`src/rtl/fp16_pkg.sv`:
```
// ============================================================================
// Module  : fp16_pkg
// Brief   : Shared types, FP16 field constants and NaN classifier.
// Revision: 1.0
// ============================================================================
`default_nettype none

package fp16_pkg;

    typedef enum logic [1:0] {
        ST_IDLE  = 2'd0,
        ST_ISSUE = 2'd1,
        ST_WAIT  = 2'd2,
        ST_RESP  = 2'd3
    } arb_state_e;

    typedef enum logic [1:0] {
        OP_ADD = 2'd0,
        OP_SUB = 2'd1,
        OP_MUL = 2'd2,
        OP_FMA = 2'd3
    } fp16_opcode_e;

    localparam int          FP16_SIGN_BIT = 15;
    localparam int          FP16_EXP_MSB  = 14;
    localparam int          FP16_EXP_LSB  = 10;
    localparam int          FP16_MANT_MSB = 9;
    localparam logic [4:0]  EXP_MAX       = 5'h1F;
    localparam logic [15:0] FP16_QNAN     = 16'h7E00;

    function automatic logic fp16_is_nan(input logic [FP16_SIGN_BIT:0] x);
        return (x[FP16_EXP_MSB:FP16_EXP_LSB] == EXP_MAX) &&
               (x[FP16_MANT_MSB:0] != '0);
    endfunction

endpackage

`default_nettype wire

```
`src/rtl/fp16_rr_arbiter.sv`:
```
// ============================================================================
// Module  : fp16_rr_arbiter
// Brief   : Two-way round-robin grant; combinational grant, registered pointer.
// Revision: 1.0
// ============================================================================
`default_nettype none

module fp16_rr_arbiter (
    input  logic       clk,
    input  logic       rst_n,
    input  logic [1:0] valid_i,
    input  logic       ptr_upd_i,
    input  logic       ptr_nxt_i,
    output logic [1:0] grant_o
);

    logic ptr_q;

    always_ff @(posedge clk or negedge rst_n) begin
        if (!rst_n) begin
            ptr_q <= 1'b0;
        end else if (ptr_upd_i) begin
            ptr_q <= ptr_nxt_i;
        end
    end

    // Pointer only matters when both requesters compete.
    always_comb begin
        grant_o = 2'b00;
        if (valid_i == 2'b11) begin
            grant_o = ptr_q ? 2'b10 : 2'b01;
        end else begin
            grant_o = valid_i;
        end
    end

endmodule

`default_nettype wire

```
`src/rtl/fp16_unit_arbiter.sv`:
```
// ============================================================================
// Module  : fp16_unit_arbiter
// Brief   : Shares one multi-cycle FP16 unit between two requesters with a
//           watchdog. Optional NaN bypass enabled by FP16_NAN_BYPASS_EN.
// Revision: 1.0
// ============================================================================
`default_nettype none

module fp16_unit_arbiter
    import fp16_pkg::*;
#(
    parameter int OPW            = 2,
    parameter int TIMEOUT_CYCLES = 64,
    parameter int CNTW           = 7
) (
    input  logic            clk,
    input  logic            rst_n,
    input  logic [1:0]      req_valid_i,
    output logic [1:0]      req_ready_o,
    input  logic [15:0]     req0_op_a_i,
    input  logic [15:0]     req0_op_b_i,
    input  logic [15:0]     req1_op_a_i,
    input  logic [15:0]     req1_op_b_i,
    input  logic [OPW-1:0]  req0_opcode_i,
    input  logic [OPW-1:0]  req1_opcode_i,
    output logic            unit_start_o,
    output logic [15:0]     unit_op_a_o,
    output logic [15:0]     unit_op_b_o,
    output logic [OPW-1:0]  unit_opcode_o,
    input  logic            unit_done_i,
    input  logic [15:0]     unit_result_i,
    output logic            rsp_valid_o,
    input  logic            rsp_ready_i,
    output logic            rsp_id_o,
    output logic [15:0]     rsp_result_o,
    output logic            rsp_err_o
);

    arb_state_e       state_q;
    logic [CNTW-1:0]  cnt_q;
    logic             unit_start_q;
    logic [15:0]      unit_op_a_q;
    logic [15:0]      unit_op_b_q;
    logic [OPW-1:0]   unit_opcode_q;
    logic             rsp_valid_q;
    logic             rsp_id_q;
    logic [15:0]      rsp_result_q;
    logic             rsp_err_q;

    logic [1:0]       w_grant;
    logic             w_sel_id;
    logic [15:0]      w_sel_a;
    logic [15:0]      w_sel_b;
    logic [OPW-1:0]   w_sel_opcode;
    logic             w_req_hs;
    logic             w_rsp_hs;
    logic             w_nan_byp;
    logic             w_timeout;

    fp16_rr_arbiter u_rr (
        .clk       (clk),
        .rst_n     (rst_n),
        .valid_i   (req_valid_i),
        .ptr_upd_i (w_rsp_hs),
        .ptr_nxt_i (~rsp_id_q),
        .grant_o   (w_grant)
    );

    assign req_ready_o  = (state_q == ST_IDLE) ? w_grant : 2'b00;
    assign w_req_hs     = (state_q == ST_IDLE) && (w_grant != 2'b00);
    assign w_rsp_hs     = (state_q == ST_RESP) && rsp_ready_i;
    assign w_sel_id     = w_grant[1];
    assign w_sel_a      = w_sel_id ? req1_op_a_i   : req0_op_a_i;
    assign w_sel_b      = w_sel_id ? req1_op_b_i   : req0_op_b_i;
    assign w_sel_opcode = w_sel_id ? req1_opcode_i : req0_opcode_i;
    assign w_timeout    = (cnt_q == CNTW'(TIMEOUT_CYCLES - 1));

`ifdef FP16_NAN_BYPASS_EN
    assign w_nan_byp = fp16_is_nan(w_sel_a) || fp16_is_nan(w_sel_b);
`else
    assign w_nan_byp = 1'b0;
`endif

    always_ff @(posedge clk or negedge rst_n) begin
        if (!rst_n) begin
            state_q       <= ST_IDLE;
            cnt_q         <= '0;
            unit_start_q  <= 1'b0;
            unit_op_a_q   <= '0;
            unit_op_b_q   <= '0;
            unit_opcode_q <= '0;
            rsp_valid_q   <= 1'b0;
            rsp_id_q      <= 1'b0;
            rsp_result_q  <= '0;
            rsp_err_q     <= 1'b0;
        end else begin
            case (state_q)
                ST_IDLE: begin
                    if (w_req_hs) begin
                        unit_op_a_q   <= w_sel_a;
                        unit_op_b_q   <= w_sel_b;
                        unit_opcode_q <= w_sel_opcode;
                        rsp_id_q      <= w_sel_id;
                        if (w_nan_byp) begin
                            rsp_result_q <= FP16_QNAN;
                            rsp_err_q    <= 1'b0;
                            rsp_valid_q  <= 1'b1;
                            state_q      <= ST_RESP;
                        end else begin
                            unit_start_q <= 1'b1;
                            state_q      <= ST_ISSUE;
                        end
                    end
                end
                ST_ISSUE: begin
                    unit_start_q <= 1'b0;
                    cnt_q        <= '0;
                    state_q      <= ST_WAIT;
                end
                ST_WAIT: begin
                    cnt_q <= cnt_q + 1'b1;
                    // Completion takes precedence over a coincident timeout.
                    if (unit_done_i) begin
                        rsp_result_q <= unit_result_i;
                        rsp_err_q    <= 1'b0;
                        rsp_valid_q  <= 1'b1;
                        state_q      <= ST_RESP;
                    end else if (w_timeout) begin
                        rsp_result_q <= FP16_QNAN;
                        rsp_err_q    <= 1'b1;
                        rsp_valid_q  <= 1'b1;
                        state_q      <= ST_RESP;
                    end
                end
                ST_RESP: begin
                    if (rsp_ready_i) begin
                        rsp_valid_q <= 1'b0;
                        state_q     <= ST_IDLE;
                    end
                end
                default: begin
                    state_q <= ST_IDLE;
                end
            endcase
        end
    end

    assign unit_start_o  = unit_start_q;
    assign unit_op_a_o   = unit_op_a_q;
    assign unit_op_b_o   = unit_op_b_q;
    assign unit_opcode_o = unit_opcode_q;
    assign rsp_valid_o   = rsp_valid_q;
    assign rsp_id_o      = rsp_id_q;
    assign rsp_result_o  = rsp_result_q;
    assign rsp_err_o     = rsp_err_q;

endmodule

`default_nettype wire

```
`config.mk`:
```
export PLATFORM = sky130hd
export DESIGN_NAME = fp16_unit_arbiter
export DESIGN_NICKNAME = d
export VERILOG_FILES = /design/src/rtl/fp16_pkg.sv /design/src/rtl/fp16_rr_arbiter.sv /design/src/rtl/fp16_unit_arbiter.sv
export SDC_FILE = /design/constraint.sdc
export NUM_CORES = 1
export LEC_CHECK = 0
export ABC_AREA = 0
export CAP_MARGIN = 20
export CORE_UTILIZATION = 34
export DETAILED_ROUTE_END_ITERATION = 7
export HOLD_SLACK_MARGIN = 0.03
export PLACE_DENSITY = 0.7
export SLEW_MARGIN = 20
export SYNTH_ARGS = -nofsm -noshare
export SYNTH_HDL_FRONTEND = slang
export SYNTH_SLANG_ARGS = --single-unit
```
`constraint.sdc`:
```
create_clock -name clk -period 3.02 [get_ports clk]
set_clock_uncertainty 0.1 [all_clocks]
set_input_delay 0.453 -clock clk [delete_from_list [all_inputs] [get_ports clk]]
set_output_delay 0.453 -clock clk [all_outputs]
set_load 0.02 [all_outputs]
```
# Word-level counts from Yosys, hierarchy flattened
# Index checks and enable logic that the tools add are counted.
dict set report totals {
  regBits 64
  latch_bits 0
  mem_bits_rw 0
  romBits 0
  output_inout_bits 56
  wordCells 55
  mem_count 0
}
dict set report op_classes {
  add_sub_neg 1
  n_mul 0
  div 0
  order_cmp 0
  n_eq_ne 8
  shifts 0
  mux 21
  n_bitwise 1
  n_reduce_logical 13
}
# op count
set op_table {}
lappend op_table {{$mux 16} 4}
lappend op_table {{$mux 2} 8}
lappend op_table {{$pmux 7 s2} 1}
lappend op_table {{$reduce_bool 2->1} 5}
lappend op_table {{$pmux 2 s4} 1}
lappend op_table {{$add 7x1->7 const B} 1}
lappend op_table {{$eq 7x6->1 const B} 1}
lappend op_table {{$eq 2x2->1 const B} 3}
lappend op_table {{$reduce_and 2->1} 3}
lappend op_table {{$reduce_and 3->1} 2}
lappend op_table {{$mux 1} 5}
lappend op_table {{$ne 2x2->1 const B} 2}
lappend op_table {{$pmux 1 s2} 2}
lappend op_table {{$ne 3x3->1 const B} 1}
lappend op_table {{$eq 2x1->1 const B} 1}
lappend op_table {{$logic_and 1x1->1} 2}
lappend op_table {{$logic_not 2->1} 1}
lappend op_table {{$not 1->1} 1}

# Logic depth before layout (Yosys ltp)
dict set report logic_depth {
  ltp_word 6
  depth_mapped 7
  ltp_nobuf 5
}

# Hierarchy
# Synthesis repeated with hierarchy kept, for this count alone.
dict set report unflattened {
  cells_unflattened 312
  area_unflattened_um2 3206.8
}
# mod n_inst cells_each area_each_um2 seq_area_each_um2
set by_module_without_submodules {}
lappend by_module_without_submodules {fp16_unit_arbiter 1 306 3154.3 1576.5}
lappend by_module_without_submodules {fp16_rr_arbiter 1 6 52.6 25.0}

# Least setup slack after synthesis
# No wires, ideal clock.
dict set report synth_path {
  path_type {input to output}
  startpoint {in req_valid_i[0]}
  endpoint {out req_ready_o[1]}
  arrival_ns 1.338
  required_ns 2.467
  setup_slack_ns 1.129
  stages 3
  path_buffers 1
  path_cell_list {and2b_4 buf_2 nor3b_1}
}
dict set report synth_via {
  elab_chain_len 3
}
# element line
set synth_rtl {}
lappend synth_rtl {{start, declared} fp16_unit_arbiter.sv:18} ;# input logic [1:0] req_valid_i,
lappend synth_rtl {{$eq 2x2->1} fp16_rr_arbiter.sv:30} ;# if (valid_i == 2'b11) begin
lappend synth_rtl {{$mux 2} fp16_rr_arbiter.sv:30}
lappend synth_rtl {{$mux 2} fp16_unit_arbiter.sv:69} ;# assign req_ready_o = (state_q == ST_IDLE) ? w_grant : 2'b00;
lappend synth_rtl {{end, declared} fp16_unit_arbiter.sv:19} ;# output logic [1:0] req_ready_o,
# No other way between the ends.

# Worst setup path after layout
# Ends and elaborated chain as after synthesis.

==> out/qor.csv <==
stage,metric,value,unit
run_status,status,"finished, final reports clean",
cts,hold_buffers,0,
worst_setup_path,startpoint,req_valid_i[0],
power_and_ir_drop,pwr_density_cell,925,nW/um2
sta,tns,0,ns
layout,layout.nets,583,
cts,numCtsBuffers,9,
cts,clock_latency,0.33,ns
sta,whs,0.0914,ns
grt,gr-total-overflow,0,
drt,drt_iter0_drc,141,
worst_setup_path,required,2.47,ns
grt,grt_usage,0.181,
synth,ys.flop_type,dfrtp_1,
worst_hold_path,min-delay-path-class,input pin to async pin,
sta,finalMaxSlewViolations,0,
cts,path_clk_slew,0.08,ns
grt,first_global_vias,3007,
synth,syn_inst,357,
synth,synth-edff-count,0,
sta,hold_violations,0,
die,row_count,35,
layout,drive_gt1_frac,0.0752,
die,ios,146,
cts,cts_tree,done,
worst_setup_path,worst-setup-path-type,input pin to output port,
worst_setup_path,critPathLaunchType,input pin,
worst_setup_path,reg2reg_to,cnt_q[5],
cts,htreeDepth,3,
layout,area_growth,52.1,%
layout,mostFrequentLayoutCell,clkdlybuf4s50_1,
die,coreArea,9420,um2
power_and_ir_drop,total_power,0.00474,W
sta,finalSetupViolations,0,
power_and_ir_drop,max-vdd-ir-drop,0.528,mV
cts,cts.repair.resized,0,
job,maxCapViolations,0,
drt,drcViolationCount,0,
drt,ant_nets,0,
sta,finalCritPeriodShare,0.872,
power_and_ir_drop,p_leak,2.01,nW
layout,final_cell_mix,"clkdlybuf4s50_1 (144), dfrtp_1 (64), nor2_1 (41)",
cts,cts_root_buffer,clkbuf_8,
cts,post-cts-setup-buffer-count,0,
placed_design,pre_cts_ws,0.362,ns
sta,max_slew.worst_pin.slew,0.774,ns
synth,yosys.cell_types.count,46,
sta,rsz0062_at_grt,no,
cts,clock-sinks,64,
drt,drt_wl_total,9280,um
worst_setup_path,cp.arrival,2.08,ns
die,start_util,0.358,
die,dieArea,10300,um2
worst_setup_path,worstRegToRegCells,5,
synth,synth_seq_cells,64,
synth,ys_warn_count,0,
placed_design,gp_congestion,0.773,
placed_design,hpwl,6490,um
sta,period_needed,2.63,ns
grt,grt_pass1_wl,14600,um
synth,synth_seq_area_share,0.475,
layout,diodes,0,
worst_setup_path,crit_path_max_fanout,6,
die,die_x,102,um
worst_setup_path,critPathCapture,req_ready_o[1],
sta,setup_ws,0.386,ns
grt,grt_max_degree,69,
placed_design,portBuffers,145,
synth,syn-num-nets,453,
worst_setup_path,r2r-start,state_q[0],
cts,clock_path_buffers,2,
worst_setup_path,end_kind,output port,
grt,antenna_found_initial,0,
synth,async_reset_ff_frac,1.00,
die,fp.dieH,102,um
placed_design,dp.cells,605,
sta,slew_headroom,0.484,
drt,routed_via_density,5.10,
synth,syn-mean-instance-area,9.43,um2
layout,stdcell_count,621,
drt,vias,3169,
synth,synthesis.area,3370,um2
sta,fmax,380,MHz
drt,wl_per_cell,14.9,um
drt,drt_pass1_iterations,4,
worst_setup_path,rrSetupSlack,1.07,ns
## cell usage after synthesis (all sizes together) (2+ instances only)
| cell | count | area [um2] |
|---|---|---|
| a21oi | 11 | 55.1 |
| a221o | 10 | 109 |
| a31oi | 35 | 219 |
| and2b | 4 | 33.8 |
| and3 | 13 | 83.8 |
| and3b | 2 | 17.5 |
| buf | 13 | 78.8 |
| clkbuf | 20 | 85.1 |
| dfrtp | 64 | 1600 |
| ha | 6 | 75.1 |
| inv | 11 | 41.3 |
| mux2i | 2 | 20.0 |
| nand2 | 9 | 50.1 |
| nand2b | 4 | 25.0 |
| nand3 | 4 | 20.0 |
| nand3b | 34 | 255 |
| nor2 | 41 | 154 |
| nor2b | 8 | 50.1 |
| o211ai | 2 | 15.0 |
| o21ai | 40 | 200 |
| o22ai | 7 | 43.8 |
| o311ai | 2 | 17.5 |
## routing by layer
layer | global-route usage | routed length (um) | vias up
li1 | - | - | 1555
met1 | 0.234 | 4030 | 1512
met2 | 0.298 | 4660 | 86
met3 | 0.0311 | 372 | 16
met4 | 0.0780 | 206 | 0
met5 | 0 | 0 | -
## cell families after synthesis
| kind of cell | count (synthesis) | synth area share |
|---|---|---|
| multiplexers | 2 | 0.00594 |
| AO/OA/AOI/OAI | 116 | 0.218 |
| AND/OR/NAND/NOR | 125 | 0.217 |
| flip-flops | 64 | 0.475 |
| adder cells (fa/ha/maj) | 6 | 0.0223 |
| buffers and inverters | 44 | 0.0609 |
## critical path, cell delays in order
cell and delay (ns):
clkdlybuf4s50_1 0.49, and2b_4 0.21, nor3b_1 0.27, clkdlybuf4s50_1 0.66
## where the power goes
group	total (W)	internal (W)	switching, W
Combinational	0.00243	0.00118	0.00125
Clock	0.000845	0.000512	0.000333
Sequential	0.00146	0.00123	0.000227
## registers in the layout, summed over array words and instances, names as in the netlist
register       flops
u_rr.ptr_q         1
cnt_q              7
unit_op_a_o       16
rsp_err_o          1
state_q            2
rsp_result_o      16
rsp_id_o           1
unit_start_o       1
unit_opcode_o      2
rsp_valid_o        1
unit_op_b_o       16
## stage by stage
step | utilization | instance area, um2
finish | 0.544 | 5120
global placement | 0.519 | 4890
CTS | 0.544 | 5120
detailed placement | 0.519 | 4890
floorplan | - | 3370
global route | 0.544 | 5120
## area by class of cell
| class | instances | area, um2 |
|---|---|---|
| Multi-Input combinational cell | 249 | 1560 |
| Clock inverter | 4 | 76.3 |
| Clock buffer | 12 | 155 |
| Sequential cell | 64 | 1600 |
| Inverter | 11 | 41.3 |
| Timing Repair Buffer | 152 | 1520 |
| Fill cell | 858 | 4290 |
| Tap cell | 129 | 161 |
## how the worst min path moves through the flow
stage                             endpoint  depth (start not counted)
after floorplan                   cnt_q[0]                          0
after global placement          u_rr.ptr_q                          1
after detailed placement        u_rr.ptr_q                          1
after CTS                 rsp_result_o[10]                          1
after global routing      rsp_result_o[13]                          1
final                     rsp_result_o[13]                          1
Note: power is estimated with default switching activity, not from simulation.
